==> src/rtl/bpsk_frame_loader_if.sv <==
// Host-side write stream into the BPSK frame loader.
// The host drives data, valid and abort; the loader returns ready.
interface bpsk_frame_loader_if;
  logic [31:0] WrData;
  logic        WrValid;
  logic        WrReady;
  logic        WrAbort;

  modport master (output WrData, output WrValid, output WrAbort, input WrReady);
  modport slave  (input WrData, input WrValid, input WrAbort, output WrReady);
endinterface

==> src/rtl/bpsk_frame_loader.sv <==
// Ping-pong 16-word frame buffer feeding the BPSK modulator.
// Fills one bank from the host while the other is held on Data and handshaken via Int/Done.
module bpsk_frame_loader #(
  parameter int unsigned IntLowCycles  = 4,
  parameter int unsigned DoneBlank     = 32,
  parameter int unsigned TimeoutCycles = 1048576
) (
  input  logic                Clk,
  input  logic                Reset_n,
  bpsk_frame_loader_if.slave  hostWr,
  output logic [31:0]         Data [0:15],
  output logic                Int,
  input  logic                Done,
  output logic                TxDonePulse,
  output logic                TxErr,
  output logic [1:0]          Pending
);

  localparam int unsigned WordW = 32;
  localparam int unsigned Depth = 16;
  localparam int unsigned PtrW  = 4;
  localparam int unsigned CntW  = 21;

  typedef enum logic [1:0] {TxIdle, TxAssert, TxRelease} txState_t;

  logic [WordW-1:0] bank [0:1][0:Depth-1];
  logic [1:0]       full;
  logic [1:0]       fullNext;
  logic             fillBank;
  logic             txBank;
  logic             txBankNext;
  logic [PtrW-1:0]  wrPtr;
  logic             wrXfer;
  logic             fillDone;
  logic             releaseBank;
  logic             doneMeta;
  logic             doneS;

  txState_t         state;
  txState_t         stateNext;
  logic [CntW-1:0]  cnt;
  logic [CntW-1:0]  cntNext;
  logic             intNext;
  logic             pulseNext;
  logic             errNext;

  // Fill side: abort wins over a same-cycle transfer, dropping that word.
  assign hostWr.WrReady = !full[fillBank];
  assign wrXfer   = hostWr.WrValid && hostWr.WrReady && !hostWr.WrAbort;
  assign fillDone = wrXfer && (wrPtr == PtrW'(Depth - 1));

  always_ff @(posedge Clk or negedge Reset_n) begin
    if (!Reset_n) begin
      wrPtr    <= '0;
      fillBank <= 1'b0;
    end else if (hostWr.WrAbort) begin
      wrPtr    <= '0;
    end else if (wrXfer) begin
      wrPtr <= wrPtr + PtrW'(1);
      if (fillDone) fillBank <= ~fillBank;
    end
  end

  always_ff @(posedge Clk or negedge Reset_n) begin
    if (!Reset_n) begin
      for (int unsigned b = 0; b < 2; b++)
        for (int unsigned i = 0; i < Depth; i++)
          bank[b][i] <= '0;
    end else if (wrXfer) begin
      bank[fillBank][wrPtr] <= hostWr.WrData;
    end
  end

  // The two banks' full flags can set and clear in the same cycle without conflict.
  always_comb begin
    fullNext = full;
    if (releaseBank) fullNext[txBank]   = 1'b0;
    if (fillDone)    fullNext[fillBank] = 1'b1;
  end

  always_ff @(posedge Clk or negedge Reset_n) begin
    if (!Reset_n) full <= 2'b00;
    else          full <= fullNext;
  end

  // Done arrives from the modulator's generated clock.
  always_ff @(posedge Clk or negedge Reset_n) begin
    if (!Reset_n) begin
      doneMeta <= 1'b0;
      doneS    <= 1'b0;
    end else begin
      doneMeta <= Done;
      doneS    <= doneMeta;
    end
  end

  always_ff @(posedge Clk or negedge Reset_n) begin
    if (!Reset_n) begin
      state       <= TxIdle;
      cnt         <= '0;
      Int         <= 1'b0;
      TxDonePulse <= 1'b0;
      TxErr       <= 1'b0;
      txBank      <= 1'b0;
    end else begin
      state       <= stateNext;
      cnt         <= cntNext;
      Int         <= intNext;
      TxDonePulse <= pulseNext;
      TxErr       <= errNext;
      txBank      <= txBankNext;
    end
  end

  // TX handshake: Done only counts once the blanking window after Int rise has passed.
  always_comb begin
    stateNext   = state;
    cntNext     = cnt;
    intNext     = Int;
    pulseNext   = 1'b0;
    errNext     = TxErr;
    txBankNext  = txBank;
    releaseBank = 1'b0;
    unique case (state)
      TxIdle: begin
        if (full[txBank]) begin
          stateNext = TxAssert;
          intNext   = 1'b1;
          cntNext   = '0;
        end
      end
      TxAssert: begin
        cntNext = cnt + CntW'(1);
        if ((cnt >= CntW'(DoneBlank)) && doneS) begin
          stateNext = TxRelease;
          intNext   = 1'b0;
          pulseNext = 1'b1;
          cntNext   = '0;
        end else if (cnt == CntW'(TimeoutCycles - 1)) begin
          stateNext = TxRelease;
          intNext   = 1'b0;
          errNext   = 1'b1;
          cntNext   = '0;
        end
      end
      TxRelease: begin
        cntNext = cnt + CntW'(1);
        if (cnt == CntW'(IntLowCycles - 1)) begin
          releaseBank = 1'b1;
          txBankNext  = ~txBank;
          stateNext   = TxIdle;
          cntNext     = '0;
        end
      end
      default: begin
        stateNext = TxIdle;
        intNext   = 1'b0;
      end
    endcase
  end

  always_comb begin
    for (int unsigned i = 0; i < Depth; i++) Data[i] = bank[txBank][i];
  end

  assign Pending = 2'(full[0]) + 2'(full[1]);

endmodule
==> src/flat_wrapper.sv <==
// flat-port wrapper written by rule: the top's interface ports become plain ports
module bpsk_frame_loader_flat 
#(
  parameter int unsigned IntLowCycles  = 4,
  parameter int unsigned DoneBlank     = 32,
  parameter int unsigned TimeoutCycles = 1048576
)
  (Clk, Reset_n, Data, Int, Done, TxDonePulse, TxErr, Pending, hostWr_WrData, hostWr_WrValid, hostWr_WrAbort, hostWr_WrReady);
  bpsk_frame_loader_if hostWr_i ();
  input  logic Clk;
  input  logic Reset_n;
  output logic [31:0] Data[0:15];
  output logic Int;
  input  logic Done;
  output logic TxDonePulse;
  output logic TxErr;
  output logic [1:0] Pending;
  input wire logic [$bits(hostWr_i.WrData)-1:0] hostWr_WrData;
  input wire logic [$bits(hostWr_i.WrValid)-1:0] hostWr_WrValid;
  input wire logic [$bits(hostWr_i.WrAbort)-1:0] hostWr_WrAbort;
  output wire logic [$bits(hostWr_i.WrReady)-1:0] hostWr_WrReady;
  assign hostWr_i.WrData = hostWr_WrData;
  assign hostWr_i.WrValid = hostWr_WrValid;
  assign hostWr_i.WrAbort = hostWr_WrAbort;
  assign hostWr_WrReady = hostWr_i.WrReady;
  bpsk_frame_loader #(.IntLowCycles(IntLowCycles), .DoneBlank(DoneBlank), .TimeoutCycles(TimeoutCycles)) u_core (.Clk(Clk), .Reset_n(Reset_n), .hostWr(hostWr_i), .Data(Data), .Int(Int), .Done(Done), .TxDonePulse(TxDonePulse), .TxErr(TxErr), .Pending(Pending));
endmodule
==> config.mk <==
export PLATFORM = sky130hd
export DESIGN_NAME = bpsk_frame_loader_flat
export DESIGN_NICKNAME = d
export VERILOG_FILES = /design/src/rtl/bpsk_frame_loader_if.sv /design/src/rtl/bpsk_frame_loader.sv /design/src/flat_wrapper.sv
export SDC_FILE = /design/constraint.sdc
export NUM_CORES = 1
export LEC_CHECK = 0
export BUFFER_PORTS_ARGS = -buffer_cell sky130_fd_sc_hd__buf_4
export CAP_MARGIN = 20
export CORE_UTILIZATION = 45
export DETAILED_ROUTE_END_ITERATION = 7
export HOLD_SLACK_MARGIN = 0.12
export PLACE_DENSITY = 0.76
export RECOVER_POWER = 50
export REMOVE_ABC_BUFFERS = 1
export SYNTH_ARGS = -nofsm -noshare
export SYNTH_HDL_FRONTEND = slang
export SYNTH_SLANG_ARGS = --single-unit
==> constraint.sdc <==
create_clock -name Clk -period 2.3 [get_ports Clk]
set_clock_uncertainty 0.2 [all_clocks]
set_input_delay 0.115 -clock Clk [delete_from_list [all_inputs] [get_ports Clk]]
set_output_delay 0.115 -clock Clk [all_outputs]
set_load 0.005 [all_outputs]
Word level (Yosys, flattened, before mapping)
Cells that the tools add are included.

Register bits after elaboration: 1060. Output and inout port bits: 518.

Add/sub/neg operators: 3. Order comparisons: 10. Eq/ne operators: 8. Multiplexer cells: 38. Bitwise logic cells: 11. Reductions and logical operators: 19.

Operators by type and width (count): $mux W512 (4); $bwmux W1024 (1); $demux W512 S1 (1); $demux W32 S4 (1); $mux W21 (4); $pmux W21 S3 (1); $mux W32 (1); $add A21 B1 Y21 const B (1); $eq A21 B2 Y1 const B (1); $eq A21 B20 Y1 const B (1); $ge A21 B6 Y1 const B (1); $mux W1 (13); $mux W2 (6); $reduce_and A3 Y1 (4); $logic_and A1 B1 Y1 (8); $mux W4 (2); $pmux W2 S3 (1); $ge A5 B5 Y1 const B (1); $lt A5 B1 Y1 const B (1); $not A1 Y1 (5); $not A4 Y5 (1); $add A4 B1 Y4 const B (1); $eq A4 B4 Y1 const B (1); $ge A2 B2 Y1 const B (2); other kinds (19) (26).

Longest topological paths before layout
Depth after elaboration: 9. Depth in mapped cells: 8. Mapped depth without buffers: 7.

Worst setup path before layout
Ideal clock, no wire load.

Path kind: register to register. From: reg u_core.cnt[0]. To: reg u_core.state[1]. Arrival time: 1.888 ns. Required time: 1.972 ns. Setup slack: 0.084 ns. Cell stages (with the launch flop): 7. Path buffers: 0. Cell sequence: dfrtp_1 ha_1 or4b_1 o21ai_1 o21ai_4 a21oi_1 mux2_1.

Cells in the longest elaborated chain, start to end: 4. Elaborated cells on any way between the ends: 9. Classes of those cells: order compare (1); eq/ne (4); mux (2); reduce/logical (2).

Ends and longest elaborated chain: from (decl) (line bpsk_frame_loader.sv:41) `logic [CntW-1:0] cnt;`; from (signal assigned) (line bpsk_frame_loader.sv:107) `cnt <= cntNext;`; $ge A21 B6 Y1 (line bpsk_frame_loader.sv:134) `if ((cnt >= CntW'(DoneBlank)) && doneS) begin`; $logic_and A1 B1 Y1 (line bpsk_frame_loader.sv:134); $ne A3 B1 Y1 (no source line) / $mux W2 (equally long branches); $reduce_and A3 Y1 (no source line) / $pmux W2 S3 (equally long branches); to (signal assigned) (line bpsk_frame_loader.sv:99) `state <= TxIdle;`; to (signal assigned) (line bpsk_frame_loader.sv:106) `state <= stateNext;`; to (decl) (line bpsk_frame_loader.sv:39) `txState_t state;`.

Several ways; a longest one is shown, not always the timed one. A chain may end at the register's enable or synchronous reset.

==> flow_summary.json <==
{
  "detail-route-antenna-nets": 0,
  "crit_family": "buffers and inverters",
  "dp_hpwl_mm": 78.8,
  "place_inst": 4834,
  "clock.fmax_ghz": 0.387,
  "io_buffers": 554,
  "dominantRegCellSynth": "dfrtp_1",
  "power_density_mw_per_mm2": 707,
  "netlist_instances": 3052,
  "finalCritPeriodShare_pct": 112,
  "io_pins": 555,
  "worstMarginPinSlew_ps": 1060,
  "placed_area_mm2": 0.0528,
  "cp.arrival_ps": 2270,
  "final-instance-count-excl-fill": 5170,
  "slew_violations": 0,
  "gr-total-overflow": 0,
  "peakVddDrop_uv": 579,
  "slew_headroom_pct": 29.5,
  "p_seq_share_pct": 45.3,
  "wl_per_cell_um": 25.5,
  "yosys_warnings": 0,
  "synth_cell_types": 45,
  "grt_pass1_vias": 29100,
  "drt_first_iter_violations": 1414,
  "synthArstFlopShare_pct": 100,
  "numCtsBuffers": 112,
  "status": "finished with violations",
  "core_area_mm2": 0.101,
  "drt-total-wl_mm": 132,
  "slowest_stage": "dfrtp_4",
  "cap_violations": 0,
  "slowest_delay_ps": 520,
  "drtPass1Iterations": 5,
  "worstPathRequired_ps": 1990,
  "setup.worst_path.end_class": "output pin",
  "p_sw_uw": 10200,
  "crit_top_cell": "buf_16",
  "cp_max_fo": 11,
  "worst-path-buf-inv": 5,
  "power.share.switching_pct": 24.4,
  "cts_tree": "built",
  "fin_area_mm2": 0.0589,
  "viasPerCell": 5.45,
  "area_growth_pct": 27.8,
  "synth-edff-count": 0,
  "nets": 3760,
  "drive_gt1_share_pct": 66.1,
  "insertion_delay_ps": 690,
  "yosysSeqAreaShare_pct": 57.6,
  "antenna_found_initial": 3,
  "power_frac_clock_pct": 43.4,
  "p_int_uw": 31500,
  "fin_util_pct": 58.5,
  "cts_max_level": 3,
  "setup_viol": 753,
  "rows": 116,
  "chipWidth_um": 322,
  "dr_total_vias": 28200,
  "cts_root_buffer": "clkbuf_16",
  "die_area_mm2": 0.104,
  "finalWorstSetupSlack_ps": -281,
  "start_util_pct": 45.7,
  "cts_num_sinks": 1060,
  "die_h_um": 322,
  "path_class": "reg -> out",
  "leakagePower_uw": 0.0310,
  "track_usage_pct": 24.4,
  "final.min_clock_period_ps": 2580,
  "mappedNetlistArea_mm2": 0.0461,
  "drc": 0,
  "comb_power_share_pct": 11.3,
  "violations": "setup timing",
  "finalHoldViolCount": 0,
  "grt_max_degree": 100,
  "crit_chain": "buf_6 > buf_16 > buf_12 > buf_16 > mux2_2 > buf_4",
  "synth.ff_latch_count": 1060,
  "setup-tns-final_ps": -110440,
  "hold_path_class": "reg -> reg",
  "whs_ps": 163,
  "start_kind": "register",
  "clock_path_buffers": 3,
  "avgSynthCellArea_um2": 15.1,
  "globalplace.congestion": 0.819,
  "grt_pass1_wl_mm": 189,
  "rsz0062_at_grt": "yes",
  "cts.reportedPaths.clkPinSlew_ps": 60
}
cell usage after synthesis (2+ instances only):
master | instances | share of area, %
mux2i_1 | 2 | 0.043
nand2b_1 | 2 | 0.027
clkbuf_1 | 153 | 1.2
nand3_1 | 15 | 0.16
or3_1 | 2 | 0.027
mux2_2 | 1537 | 38
and2_1 | 12 | 0.16
a41oi_1 | 2 | 0.038
nor4_1 | 5 | 0.068
nand4_1 | 8 | 0.11
and3_1 | 4 | 0.054
nor3_1 | 2 | 0.022
xor2_1 | 13 | 0.25
a21oi_1 | 7 | 0.076
o31ai_1 | 2 | 0.033
inv_1 | 8 | 0.065
buf_2 | 51 | 0.55
nor2_1 | 28 | 0.23
nand2_1 | 46 | 0.37
xnor2_1 | 5 | 0.095
o21ai_0 | 5 | 0.054
buf_1 | 50 | 0.41
dfrtp_1 | 1060 | 58
ha_1 | 11 | 0.30
nor2b_1 | 2 | 0.027
repair_timing:
item | CTS | global route
endpoints found under the setup margin | 620 | 1135
resized for setup | 34 | 136
hold buffers | 41 | 0
gates cloned | 22 | 27
buffers inserted | 23 | 14
hold endpoints to repair | 2090 | 0
flip-flops by register name, summed over array words and instances (netlist names):
name                cells
u_core.txBank           1
u_core.full             2
u_core.doneMeta         1
u_core.fillBank         1
u_core.bank          1024
u_core.cnt             21
u_core.TxErr            1
u_core.wrPtr            4
u_core.doneS            1
u_core.Int              1
u_core.state            2
u_core.TxDonePulse      1
cell usage in the layout (no fill, tap or decap), types with 3 or more instances in the layout:
cell and count:
a21oi_1 7, and2_1 12, and3_1 4, buf_12 69
buf_16 27, buf_4 544, buf_6 78, buf_8 7
bufinv_16 4, clkbuf_1 28, clkbuf_16 135, clkbuf_2 7
clkbuf_4 3, clkbuf_8 33, clkinv_2 15, clkinvlp_4 3
dfrtp_1 1059, diode_2 9, dlygate4sd3_1 40, ha_1 11
inv_1 8, inv_6 8, mux2_2 1509, mux2_4 28
nand2_1 14, nand2_2 32, nand3_1 15, nand4_1 8
nor2_1 28, nor4_1 5, o21ai_0 5, xnor2_1 5
xor2_1 13
cell families after synthesis:
kind of cell             after synthesis  share of synthesized area, %
AO/OA/AOI/OAI                         27                         0.408
XOR/XNOR                              18                         0.342
adder cells (fa/ha/maj)               11                         0.299
buffers and inverters                263                          2.29
flip-flops                          1060                          57.6
multiplexers                        1540                          37.7
AND/OR/NAND/NOR                      133                          1.41
worst paths after layout:
kind / start / depth (start not counted) / to / slack, ps
max in group asynchronous: Reset_n / 5 / u_core.bank[564] / -40
hold / removal: u_core.doneMeta / 0 / u_core.doneS / 160
setup / recovery: u_core.txBank / 6 / Data[418] / -280
setup reg to reg: u_core.wrPtr[2] / 4 / u_core.bank[257] / -100
hold reg to reg: u_core.doneMeta / 0 / u_core.doneS / 160
min in group asynchronous: Reset_n / 4 / u_core.bank[695] / 950
area by class of cell:
type / instances / area [um^2]
flip-flops and latches: 1060 / 26500
repair buffers: 801 / 8240
multi-input cells: 1729 / 18700
well taps: 1357 / 1700
inverters: 8 / 30.0
clock inverters: 34 / 342
fillers: 7875 / 41900
diodes: 9 / 22.5
clock buffers: 172 / 3360
power groups by stage:
stage          clock (uW)  combinational, uW  sequential (uW)
6_report            18100               4690            18900
3_3_place_gp            0               3180            19200
3_5_place_dp            0               3200            19200
4_1_cts             18400               4120            18800
5_1_grt             19200               4960            18900
2_1_floorplan           0               1270            19400
per-layer routing:
layer | wire length, um | up-vias | track usage [%]
met5 | 13 | - | 0
li1 | - | 12300 | -
met1 | 56300 | 15000 | 31.8
met2 | 63900 | 653 | 40.0
met3 | 6380 | 222 | 5.05
met4 | 5020 | 2 | 9.61
per-stage QoR:
| step | setup slack (ps) | power, uW |
|---|---|---|
| finish | -281 | 41600 |
| global route | -339 | 43000 |
| CTS | -326 | 41400 |
| detailed placement | -52.4 | 22400 |
| global placement | -31.3 | 22400 |
| floorplan | -11310 | 20700 |
Note: power is estimated with default switching activity, not from simulation.
